===== src/rtl/usart_engine.sv =====
// usart_engine: compact USART with oversampled transmitter and receiver,
// each side buffered by a small FIFO.
//
// Optional feature macro: USART_PARITY_EN
//   defined   -> Par/Odd select a parity bit after the data bits (TX and RX),
//                RX parity mismatches raise PE.
//   undefined -> Par/Odd are ignored, frames never carry a parity bit, PE is 0.
//
// Ports
//   CPU_Clk            sole clock (rising edge)
//   Reset              synchronous, active-high
//   Divisor[DIV_W]     oversample tick every Divisor+1 clocks
//   Par, Odd, Stop2    frame format, sampled at each frame start
//   WR, WR_Data        push one word into the TX FIFO
//   RD, RD_Data        pop the RX FIFO head; RD_Data is the show-ahead head
//   TxD / RxD          serial out (idle high) / serial in (asynchronous)
//   TxFull, TxEmpty    TX FIFO status
//   RxAV               RX FIFO non-empty
//   Busy               TX FSM not idle
//   OV, FE, PE         sticky overrun / framing / parity flags, cleared by RD
module usart_engine #(
  parameter int DATA_W     = 8,
  parameter int FIFO_DEPTH = 4,
  parameter int DIV_W      = 16
) (
  input  logic              CPU_Clk,
  input  logic              Reset,
  input  logic [DIV_W-1:0]  Divisor,
  input  logic              Par,
  input  logic              Odd,
  input  logic              Stop2,
  input  logic              WR,
  input  logic [DATA_W-1:0] WR_Data,
  input  logic              RD,
  output logic [DATA_W-1:0] RD_Data,
  output logic              TxD,
  input  logic              RxD,
  output logic              TxFull,
  output logic              TxEmpty,
  output logic              RxAV,
  output logic              Busy,
  output logic              OV,
  output logic              FE,
  output logic              PE
);

  localparam int AW = $clog2(FIFO_DEPTH);
  localparam int BW = $clog2(DATA_W);
  localparam logic [BW-1:0] LAST_BIT = BW'(DATA_W - 1);

  typedef enum logic [2:0] {S_IDLE, S_START, S_DATA, S_PARITY, S_STOP} state_t;

  logic par_en;
  logic odd_en;
`ifdef USART_PARITY_EN
  assign par_en = Par;
  assign odd_en = Odd;
`else
  logic cfg_unused;
  assign par_en     = 1'b0;
  assign odd_en     = 1'b0;
  assign cfg_unused = Par ^ Odd;
`endif

  // Tick generator: the period is latched at each reload so a Divisor change
  // never truncates or stretches the period in progress.
  logic [DIV_W-1:0] tick_cnt_q, tick_cnt_d;
  logic [DIV_W-1:0] div_q, div_d;
  logic             tick;

  assign tick = (tick_cnt_q == div_q);

  always_comb begin
    tick_cnt_d = tick ? '0 : tick_cnt_q + 1'b1;
    div_d      = tick ? Divisor : div_q;
  end

  always_ff @(posedge CPU_Clk) begin
    if (Reset) begin
      tick_cnt_q <= '0;
      div_q      <= Divisor;
    end else begin
      tick_cnt_q <= tick_cnt_d;
      div_q      <= div_d;
    end
  end

  // TX FIFO: pointers carry one extra wrap bit to tell full from empty.
  logic [DATA_W-1:0] tx_mem [FIFO_DEPTH];
  logic [AW:0]       tx_wp_q, tx_wp_d, tx_rp_q, tx_rp_d;
  logic              tx_push, tx_pop, tx_full, tx_empty;
  logic [DATA_W-1:0] tx_head;

  assign tx_empty = (tx_wp_q == tx_rp_q);
  assign tx_full  = (tx_wp_q[AW] != tx_rp_q[AW]) &&
                    (tx_wp_q[AW-1:0] == tx_rp_q[AW-1:0]);
  assign tx_head  = tx_mem[tx_rp_q[AW-1:0]];
  // Fullness is judged before any same-cycle pop.
  assign tx_push  = WR & ~tx_full;

  always_comb begin
    tx_wp_d = tx_push ? tx_wp_q + 1'b1 : tx_wp_q;
    tx_rp_d = tx_pop  ? tx_rp_q + 1'b1 : tx_rp_q;
  end

  always_ff @(posedge CPU_Clk) begin
    if (Reset) begin
      tx_wp_q <= '0;
      tx_rp_q <= '0;
    end else begin
      tx_wp_q <= tx_wp_d;
      tx_rp_q <= tx_rp_d;
    end
    if (tx_push) tx_mem[tx_wp_q[AW-1:0]] <= WR_Data;
  end

  // TX FSM
  state_t            tx_state_q;
  logic [4:0]        tx_cnt_q;
  logic [BW-1:0]     tx_bit_q;
  logic [DATA_W-1:0] tx_sh_q;
  logic              tx_par_q, tx_stop2_q, tx_pbit_q, txd_q;
  logic [4:0]        tx_stop_last;

  assign tx_stop_last = tx_stop2_q ? 5'd31 : 5'd15;
  // A new frame starts from IDLE or directly out of the last stop tick,
  // which keeps back-to-back frames gap-free.
  assign tx_pop = tick & ~tx_empty &
                  ((tx_state_q == S_IDLE) ||
                   ((tx_state_q == S_STOP) && (tx_cnt_q == tx_stop_last)));

  always_ff @(posedge CPU_Clk) begin
    if (Reset) begin
      tx_state_q <= S_IDLE;
      tx_cnt_q   <= '0;
      tx_bit_q   <= '0;
      tx_par_q   <= 1'b0;
      tx_stop2_q <= 1'b0;
      txd_q      <= 1'b1;
    end else if (tx_pop) begin
      tx_state_q <= S_START;
      tx_cnt_q   <= '0;
      tx_sh_q    <= tx_head;
      tx_par_q   <= par_en;
      tx_stop2_q <= Stop2;
      tx_pbit_q  <= (^tx_head) ^ odd_en;
      txd_q      <= 1'b0;
    end else if (tick) begin
      case (tx_state_q)
        S_START: begin
          if (tx_cnt_q == 5'd15) begin
            tx_state_q <= S_DATA;
            tx_cnt_q   <= '0;
            tx_bit_q   <= '0;
            txd_q      <= tx_sh_q[0];
          end else begin
            tx_cnt_q <= tx_cnt_q + 5'd1;
          end
        end
        S_DATA: begin
          if (tx_cnt_q == 5'd15) begin
            tx_cnt_q <= '0;
            if (tx_bit_q == LAST_BIT) begin
              tx_state_q <= tx_par_q ? S_PARITY : S_STOP;
              txd_q      <= tx_par_q ? tx_pbit_q : 1'b1;
            end else begin
              tx_sh_q  <= tx_sh_q >> 1;
              tx_bit_q <= tx_bit_q + 1'b1;
              txd_q    <= tx_sh_q[1];
            end
          end else begin
            tx_cnt_q <= tx_cnt_q + 5'd1;
          end
        end
        S_PARITY: begin
          if (tx_cnt_q == 5'd15) begin
            tx_state_q <= S_STOP;
            tx_cnt_q   <= '0;
            txd_q      <= 1'b1;
          end else begin
            tx_cnt_q <= tx_cnt_q + 5'd1;
          end
        end
        S_STOP: begin
          if (tx_cnt_q == tx_stop_last) begin
            tx_state_q <= S_IDLE;
            tx_cnt_q   <= '0;
          end else begin
            tx_cnt_q <= tx_cnt_q + 5'd1;
          end
        end
        default: tx_state_q <= S_IDLE;
      endcase
    end
  end

  // RxD synchronizer
  logic rx_meta_q, rx_sync_q;

  always_ff @(posedge CPU_Clk) begin
    if (Reset) begin
      rx_meta_q <= 1'b1;
      rx_sync_q <= 1'b1;
    end else begin
      rx_meta_q <= RxD;
      rx_sync_q <= rx_meta_q;
    end
  end

  // RX FSM: samples at bit centres, 8 ticks into START then every 16 ticks.
  state_t            rx_state_q;
  logic [4:0]        rx_cnt_q;
  logic [BW-1:0]     rx_bit_q;
  logic [DATA_W-1:0] rx_sh_q;
  logic              rx_par_q, rx_odd_q, rx_perr_q;
  logic              rx_stop_samp, fe_evt, pe_evt;

  assign rx_stop_samp = tick && (rx_state_q == S_STOP) && (rx_cnt_q == 5'd15);
  assign fe_evt       = rx_stop_samp & ~rx_sync_q;
  assign pe_evt       = rx_stop_samp & rx_par_q & rx_perr_q;

  always_ff @(posedge CPU_Clk) begin
    if (Reset) begin
      rx_state_q <= S_IDLE;
      rx_cnt_q   <= '0;
      rx_bit_q   <= '0;
      rx_par_q   <= 1'b0;
      rx_odd_q   <= 1'b0;
    end else if (tick) begin
      case (rx_state_q)
        S_IDLE: begin
          if (!rx_sync_q) begin
            rx_state_q <= S_START;
            rx_cnt_q   <= '0;
            rx_par_q   <= par_en;
            rx_odd_q   <= odd_en;
            rx_perr_q  <= 1'b0;
          end
        end
        S_START: begin
          if (rx_cnt_q == 5'd7) begin
            rx_cnt_q <= '0;
            rx_bit_q <= '0;
            // A line that is high again at mid-start was only a glitch.
            rx_state_q <= rx_sync_q ? S_IDLE : S_DATA;
          end else begin
            rx_cnt_q <= rx_cnt_q + 5'd1;
          end
        end
        S_DATA: begin
          if (rx_cnt_q == 5'd15) begin
            rx_cnt_q <= '0;
            rx_sh_q  <= {rx_sync_q, rx_sh_q[DATA_W-1:1]};
            if (rx_bit_q == LAST_BIT) begin
              rx_state_q <= rx_par_q ? S_PARITY : S_STOP;
            end else begin
              rx_bit_q <= rx_bit_q + 1'b1;
            end
          end else begin
            rx_cnt_q <= rx_cnt_q + 5'd1;
          end
        end
        S_PARITY: begin
          if (rx_cnt_q == 5'd15) begin
            rx_state_q <= S_STOP;
            rx_cnt_q   <= '0;
            rx_perr_q  <= rx_sync_q ^ (^rx_sh_q) ^ rx_odd_q;
          end else begin
            rx_cnt_q <= rx_cnt_q + 5'd1;
          end
        end
        S_STOP: begin
          if (rx_cnt_q == 5'd15) begin
            rx_state_q <= S_IDLE;
            rx_cnt_q   <= '0;
          end else begin
            rx_cnt_q <= rx_cnt_q + 5'd1;
          end
        end
        default: rx_state_q <= S_IDLE;
      endcase
    end
  end

  // RX FIFO and sticky flags
  logic [DATA_W-1:0] rx_mem [FIFO_DEPTH];
  logic [AW:0]       rx_wp_q, rx_wp_d, rx_rp_q, rx_rp_d;
  logic              rx_push, rx_pop, rx_full, rx_empty, ov_evt;
  logic [DATA_W-1:0] rx_head;
  logic [DATA_W-1:0] last_q, last_d;
  logic              ov_q, ov_d, fe_q, fe_d, pe_q, pe_d;

  assign rx_empty = (rx_wp_q == rx_rp_q);
  assign rx_full  = (rx_wp_q[AW] != rx_rp_q[AW]) &&
                    (rx_wp_q[AW-1:0] == rx_rp_q[AW-1:0]);
  assign rx_head  = rx_mem[rx_rp_q[AW-1:0]];
  assign rx_push  = rx_stop_samp & ~rx_full;
  assign ov_evt   = rx_stop_samp & rx_full;
  assign rx_pop   = RD & ~rx_empty;

  always_comb begin
    rx_wp_d = rx_push ? rx_wp_q + 1'b1 : rx_wp_q;
    rx_rp_d = rx_pop  ? rx_rp_q + 1'b1 : rx_rp_q;
    // A new error event in the same cycle as the clearing read wins.
    ov_d    = ov_evt | (ov_q & ~rx_pop);
    fe_d    = fe_evt | (fe_q & ~rx_pop);
    pe_d    = pe_evt | (pe_q & ~rx_pop);
    // Remember the last popped word so RD_Data holds once the FIFO drains.
    last_d  = rx_pop ? rx_head : last_q;
  end

  always_ff @(posedge CPU_Clk) begin
    if (Reset) begin
      rx_wp_q <= '0;
      rx_rp_q <= '0;
      ov_q    <= 1'b0;
      fe_q    <= 1'b0;
      pe_q    <= 1'b0;
      last_q  <= '0;
    end else begin
      rx_wp_q <= rx_wp_d;
      rx_rp_q <= rx_rp_d;
      ov_q    <= ov_d;
      fe_q    <= fe_d;
      pe_q    <= pe_d;
      last_q  <= last_d;
    end
    if (rx_push) rx_mem[rx_wp_q[AW-1:0]] <= rx_sh_q;
  end

  assign RD_Data = rx_empty ? last_q : rx_head;
  assign TxD     = txd_q;
  assign TxFull  = tx_full;
  assign TxEmpty = tx_empty;
  assign RxAV    = ~rx_empty;
  assign Busy    = (tx_state_q != S_IDLE);
  assign OV      = ov_q;
  assign FE      = fe_q;
  assign PE      = pe_q;

endmodule


===== config.mk =====
export PLATFORM = sky130hd
export DESIGN_NAME = usart_engine
export DESIGN_NICKNAME = d
export VERILOG_FILES = /design/src/rtl/usart_engine.sv
export SDC_FILE = /design/constraint.sdc
export NUM_CORES = 1
export LEC_CHECK = 0
export CAP_MARGIN = 15
export CORE_MARGIN = 1.5
export CORE_UTILIZATION = 30
export CTS_CLUSTER_SIZE = 10
export DETAILED_ROUTE_END_ITERATION = 7
export GPL_ROUTABILITY_DRIVEN = 1
export PLACE_DENSITY = 0.51
export RECOVER_POWER = 50
export SETUP_SLACK_MARGIN = 0.5
export SLEW_MARGIN = 20
export SYNTH_ARGS = -nofsm -noshare
export SYNTH_HDL_FRONTEND = slang
export SYNTH_SLANG_ARGS = --single-unit

===== constraint.sdc =====
create_clock -name CPU_Clk -period 2.5 [get_ports CPU_Clk]
set_input_delay 0.5 -clock CPU_Clk [delete_from_list [all_inputs] [get_ports CPU_Clk]]
set_output_delay 0.5 -clock CPU_Clk [all_outputs]
set_load 0.01 [all_outputs]

==> flow_metrics.env, run 1 <==
export IMPL_cts_buffers=17
export IMPL_portBuffers=45
export IMPL_antenna_found_initial=0
export IMPL_die_area_um2=24900
export IMPL_fmax_mhz=427
export IMPL_coreArea_um2=23500
export IMPL_synth_async_reset_ratio_pct=0
export IMPL_worst_path_stages=4
export IMPL_synth_seq_cells=165
export IMPL_worst_setup_path_start_kind="flip-flop"
export IMPL_wl_per_cell_um=15.5
export IMPL_min_period_ps=2340
export IMPL_start_util_pct=30.6
export IMPL_p_switching_mw=1.26
export IMPL_synthMuxAreaShare_pct=7.66
export IMPL_vias=4880
export IMPL_yosys_area_share_simple_pct=14.3
export IMPL_slowest_delay_ps=550
export IMPL_dp_slack_ps=193
export IMPL_clk_insertion_delay_late_ps=420
export IMPL_synth_top_family_by_area="simple AND/OR/NAND/NOR gates"
export IMPL_die_height_um=158
export IMPL_worst_setup_path_type="reg2out"
export IMPL_synth_flop_cell="edfxtp_1"
export IMPL_avgSynthCellArea_um2=12.4
export IMPL_worstHoldPathCells=1
export IMPL_tns_ps=0
export IMPL_cts_root_buffer="clkbuf_16"
export IMPL_globalplace_congestion=0.800
export IMPL_boundaryPins=48
export IMPL_setup_slack_ps=157
export IMPL_grt_pass1_wl_mm=24.7
export IMPL_dr_wl_met3_um=497
export IMPL_p_leak_nw=3.41
export IMPL_swShare_pct=21.0
export IMPL_critical_path_arrival_ps=1840
export IMPL_crit_buf_inv=2
export IMPL_route_met2_wl_mm=8.40
export IMPL_fp_dieW_um=158
export IMPL_grt_max_degree=21
export IMPL_rows=56
export IMPL_synth_xor_xnor_area_share_pct=5.12
export IMPL_rsz0062_at_grt="true"
export IMPL_crit_required_ps=2000
export IMPL_synthCells=581
export IMPL_synth_edff_count=96
export IMPL_top_layer="met4"
export IMPL_worst_clock_skew_ps=12.8
export IMPL_crit_chain="buf_12 > mux4_2 > mux2_4 > buf_6"
export IMPL_powerDensity_nw_per_um2=607
export IMPL_crit_fanout=8
export IMPL_reg2reg_depth=5
export IMPL_max_slew_margin_pct=22.8
export IMPL_nNetsFinal=733
export IMPL_power_frac_seq_pct=48.7
export IMPL_p_comb_share_pct=4.7
export IMPL_wl_mm=15.7
export IMPL_n_fill_cell=2142
export IMPL_hold_path_class="reg2reg"
export IMPL_cts_max_path_buffers=2
export IMPL_synth_nets=634
export IMPL_synth_cell_type_count=51
export IMPL_setup_viol=0
export IMPL_drcViolationCount=0
export IMPL_critPathSlowestCell="mux4_2"
export IMPL_synth_area_um2=7190
export IMPL_internal_power_mw=4.76
export IMPL_drtIter0Drc=324
export IMPL_synthAdderAreaFrac_pct=3.66
export IMPL_seq_area_frac_synth_pct=59.3
export IMPL_cpLargestDelayFamily="multiplexers"
export IMPL_cts_sinks=165
export IMPL_drive_gt1_share_pct=34.6
export IMPL_routed_via_density=4.82
export IMPL_hold_violations=0
export IMPL_clk_transition_reported_paths_ps=60
export IMPL_first_global_vias=4955
export IMPL_overflow=0
export IMPL_cts_max_level=4
export IMPL_min_period_over_period_pct=93.7
export IMPL_clockPowerShare_pct=46.6
export IMPL_cap_violations=0
export IMPL_maxSlewViolCount=0
export IMPL_post_dp_hpwl_mm=9.71
export IMPL_detail_route_first_pass_iterations=4
export IMPL_wl_met1_mm=6.57
export IMPL_ys_warn_count=0
export IMPL_vdd_drop_max_mv=0.366
export IMPL_cts_tree="yes"
export IMPL_end_kind="output port"
export IMPL_status="finished clean"
export IMPL_syn_to_final_growth_pct=38.2
export IMPL_postRouteAntennaNets=0
export IMPL_antennaDiodeCount=0
export IMPL_grt_util_all_layers_pct=12.8
export IMPL_synth_compound_area_share_pct=7.45
export IMPL_holdBufCountCts=0
export IMPL_worstMarginPinSlew_ps=1160
path summary, 6_finish.rpt:
path                       endpoint                     from  slack, ps
max                      RD_Data[3]                flip-flop        160
min            rx_sync_q$_SDFF_PP1_     rx_meta_q$_SDFF_PP1_        440
max reg2reg  tx_mem[0][7]$_DFFE_PP_  tx_wp_q[0]$_SDFFE_PP0P_        310
min reg2reg    rx_sync_q$_SDFF_PP1_     rx_meta_q$_SDFF_PP1_        440
layout by cell type, fill, tap and decap left out, drive strengths merged, types with 21 or more instances in the layout:
cell         Yosys  layout
nand3           30      30
buf             10      68
nand2           29      29
clkbuf          19      30
dlygate4sd3      0      28
edfxtp          96      96
o21ai           28      28
xor2            28      28
nor2            42      42
dfxtp           69      69
ha              21      21
a21oi           39      39
per-stage QoR:
stage	std cells	area [um^2]	hold slack [ps]	utilization (%)	power [mW]
after floorplan	581	7260	389	-	3.12
after detailed placement	937	8150	407	34.7	3.23
final	1012	9930	437	42.3	6.03
after global placement	937	8150	403	34.7	3.22
after global routing	1012	9930	460	42.3	6.25
after CTS	992	9420	438	40.1	6.09
cells in the mapped netlist (3+ instances only):
cell      count  area (um^2)
nor3_1        8         40.0
nand3_1      30          150
xnor2_1      14          123
xor2_1       28          245
a31oi_1       6         37.5
a31o_2        3         26.3
and3_1        9         56.3
and4_1        3         26.3
dfxtp_1      69         1380
buf_2         7         35.0
clkbuf_1     19         71.3
or2_2         5         31.3
nand2_1      29          109
or3_1         5         31.3
nand4b_1      4         35.0
mux2_2       16          180
o21ai_0      27          135
edfxtp_1     96         2880
nand2b_1      9         56.3
nor2b_1       6         37.5
inv_1        14         52.6
mux4_2       16          360
ha_1         21          263
and2_1        6         37.5
nor2_1       41          154
nand4_1      15         93.8
a21oi_1      39          195
nor4_4        3         63.8
registers in the layout, summed over array words and instances (netlist names), 3 cells and up, named ones only:
register	cells
rx_cnt_q	5
rx_wp_q	3
tx_wp_q	3
rx_rp_q	3
tx_bit_q	3
rx_sh_q	8
tx_rp_q	3
rx_state_q	3
div_q	16
rx_mem	32
tx_state_q	3
tx_sh_q	8
rx_bit_q	3
tx_mem	32
tx_cnt_q	5
tick_cnt_q	16
last_q	8
layout make-up:
type / count / area [um^2] / share of cell area, %
sequential: 165 / 4300 / 43.3
clock buffer: 22 / 529 / 5.33
timing repair buffer: 109 / 1220 / 12.3
multi-input combinational: 373 / 3310 / 33.3
inverter: 14 / 52.6 / 0.529
tap: 319 / 399 / 4.02
clock inverter: 10 / 124 / 1.25
power groups by stage:
stage	clock network, mW	logic [mW]	registers, mW
2_1_floorplan	0	0.129	2.99
3_3_place_gp	0	0.231	2.99
3_5_place_dp	0	0.236	2.99
4_1_cts	2.88	0.274	2.93
5_1_grt	3.00	0.310	2.94
6_report	2.81	0.284	2.93
routing by layer:
metal  GRT usage, %  vias to the layer above
met1           15.0                     2411
met5              0                        -
met4           5.53                        0
met2           22.6                       99
met3           2.49                       14
li1               -                     2356
cells by family after synthesis:
group | Yosys count
AND/OR/NAND/NOR | 184
XOR/XNOR | 42
AO/OA/AOI/OAI | 93
multiplexers | 33
buffers and inverters | 43
adder cells (fa/ha/maj) | 21
flip-flops | 165
worst reg2reg max path, stage by stage, from the launching register on:
cell and delay (ps):
dfxtp_1 530, xnor2_4 120, clkbuf_1 160, a31oi_1 180, clkbuf_1 260, and2_0 570
repair_timing:
item                                    in CTS  in global routing
setup buffers                               21                 16
pin swaps                                   48                 36
gates cloned                                 2                  4
gates resized for setup                    165                 83
endpoints found under the setup margin     117                129
Note: power is estimated with default switching activity, not from simulation.
==> inputs of run 2 (changes only) <==
CORE_UTILIZATION = 50   (was 30)
CTS_CLUSTER_SIZE = 40   (was 10)
GPL_TIMING_DRIVEN = 0   (was not set)
PLACE_DENSITY = 0.75   (was 0.51)
==> flow_metrics.env, run 2 (synthesis results as in run 1) <==
export IMPL_status="finished clean"
export IMPL_coreArea_um2=13900
export IMPL_reg2reg_depth=5
export IMPL_hold_violations=0
export IMPL_cts_root_buffer="clkbuf_16"
export IMPL_grt_util_all_layers_pct=22.2
export IMPL_stdcell_count=896
export IMPL_timing_reg2reg_setup_slack_ps=180
export IMPL_first_global_vias=4980
export IMPL_use_met2_pct=37.0
export IMPL_cap_violations=0
export IMPL_worst_clock_skew_ps=11.0
export IMPL_grt_pass1_wl_mm=25.1
export IMPL_die_area_um2=15100
export IMPL_final_common_cell="edfxtp_1"
export IMPL_placed_area_um2=7930
export IMPL_antennaDiodeCount=0
export IMPL_clk_transition_reported_paths_ps=60
export IMPL_maxSlewViolCount=0
export IMPL_globalplace_congestion=0.820
export IMPL_crit_fanout=5
export IMPL_postRouteAntennaNets=0
export IMPL_critical_path_arrival_ps=1920
export IMPL_crit_required_ps=2000
export IMPL_cts_sinks=165
export IMPL_end_kind="output port"
export IMPL_r2r_end="tx_mem[0][2]$_DFFE_PP_"
export IMPL_fmax_mhz=413
export IMPL_final_core_util_pct=70.7
export IMPL_finish_instance_area_um2=9860
export IMPL_holdBufCountCts=0
export IMPL_grt_most_used_layer="met2"
export IMPL_cts_tree="yes"
export IMPL_worstHoldPathCells=1
export IMPL_crit_chain="buf_8 > buf_12 > mux4_2 > mux2_4 > buf_6"
export IMPL_dp_cells=805
export IMPL_slowest_delay_ps=520
export IMPL_min_period_over_period_pct=96.9
export IMPL_routed_via_density=5.90
export IMPL_start_util_pct=51.6
export IMPL_overflow=0
export IMPL_cts_buffers=17
export IMPL_grt_max_degree=26
export IMPL_use_met3_pct=5.17
export IMPL_die_height_um=123
export IMPL_wl_mm=18.2
export IMPL_min_to="rx_sync_q$_SDFF_PP1_"
export IMPL_worstMarginPinSlew_ps=851
export IMPL_dp_slack_ps=-89.7
export IMPL_r2r_start="tx_rp_q[0]$_SDFFE_PP0N_"
export IMPL_syn_to_final_growth_pct=37.1
export IMPL_detail_route_first_pass_iterations=5
export IMPL_cts_max_level=4
export IMPL_worst_setup_path_type="reg2out"
export IMPL_multiInputGateArea_um2=3280
export IMPL_powerDensity_nw_per_um2=590
export IMPL_worst_setup_path_start_kind="flip-flop"
export IMPL_drcViolationCount=0
export IMPL_global_route_usage_met1_pct=27.8
export IMPL_wl_per_cell_um=20.3
export IMPL_rsz0062_at_grt="true"
export IMPL_register_area_um2=4300
export IMPL_setup_viol=0
export IMPL_post_dp_hpwl_mm=9.91
export IMPL_vdd_drop_max_mv=0.584
export IMPL_antenna_found_initial=0
export IMPL_drive_gt1_share_pct=35.1
export IMPL_min_from="rx_meta_q$_SDFF_PP1_"
export IMPL_cpLargestDelayFamily="multiplexers"
export IMPL_hold_path_class="reg2reg"
export IMPL_critPathSlowestCell="mux4_2"
export IMPL_nNetsFinal=756
export IMPL_rows=43
export IMPL_clk_insertion_delay_late_ps=430
export IMPL_n_fill_cell=863
export IMPL_fp_dieW_um=123
export IMPL_vias=5289
export IMPL_setup_slack_ps=78.4
export IMPL_boundaryPins=48
export IMPL_final_cell_mix="edfxtp_1, dfxtp_1, a21oi_1"
export IMPL_drtIter0Drc=475
export IMPL_min_period_ps=2420
export IMPL_p_leak_nw=3.50
export IMPL_portBuffers=44
export IMPL_max_slew_margin_pct=43.3
export IMPL_cts_max_path_buffers=2
export IMPL_crit_buf_inv=3
run 2: cell types whose count changed in the layout (fill, tap and decap cells not counted), sizes merged:
cell | before | now
buf | 68 | 76
dlygate4sd3 | 28 | 27
inv | 19 | 16
clkinv | 0 | 6
clkinvlp | 3 | 2
clkdlybuf4s50 | 4 | 5
clkbuf | 30 | 43
run 2: area by class of cell:
cell class,count,area share (%)
multi-input cells,373,33.3
plain buffers,29,2.62
inverters,14,0.533
clock buffers,20,4.63
repair buffers,103,11.7
well taps,180,2.29
flip-flops and latches,165,43.6
clock inverters,12,1.31
run 2: where the power goes:
group / internal (mW) / leakage (nW) / switching, mW
combinational: 0.136 / 1.77 / 0.160
clock: 1.52 / 0.287 / 1.06
sequential: 2.91 / 1.45 / 0.0279
total: 4.57 / 3.50 / 1.24
run 2: routing by layer:
metal  part of all wire [%]  wire length [um]
met5                      0                 0
met4                    3.6               658
met3                    6.1              1100
met2                     52              9420
met1                     38              6990
run 2: worst max path at each step:
stage                                  from                    to  slack (ps)  depth (start not counted)
CTS                               flip-flop            RD_Data[5]          60                          5
finish                            flip-flop            RD_Data[5]          80                          5
global route                      flip-flop            RD_Data[5]          20                          5
global placement    rx_wp_q[1]$_SDFFE_PP0P_                  RxAV         -50                          5
floorplan               div_q[14]$_DFFE_PP_  tx_sh_q[0]$_DFFE_PP_         400                          6
detailed placement  rx_wp_q[1]$_SDFFE_PP0P_                  RxAV         -90                          5
run 2: timing repair:
item / CTS / global route
pin swaps: 31 / 53
resized for setup: 142 / 125
cloned: 2 / 6
setup endpoints to repair: 124 / 159
endpoints found under the hold margin: 0 / 0
buffers inserted: 25 / 26
run 2: worst reg2reg max path: cells and delay by family, from the launching register on:
family | cells | cell delay [ps]
flip-flops | 1 | 420
buffers and inverters | 2 | 310
AND/OR/NAND/NOR | 1 | 570
AO/OA/AOI/OAI | 1 | 440
XOR/XNOR | 1 | 210
run 2: per-stage QoR:
stage | hold WS, ps | TNS [ps] | total power, mW
floorplan | 389 | 0 | 3.12
global placement | 401 | -47.7 | 3.21
detailed placement | 409 | -89.7 | 3.22
CTS | 428 | 0 | 5.79
global route | 433 | 0 | 5.98
finish | 416 | 0 | 5.81
==> inputs of run 3 (changes only) <==
CAP_MARGIN = 20   (was 15)
==> results of run 3 <==
Final layout, timing and power as in run 2 (identical DEF).
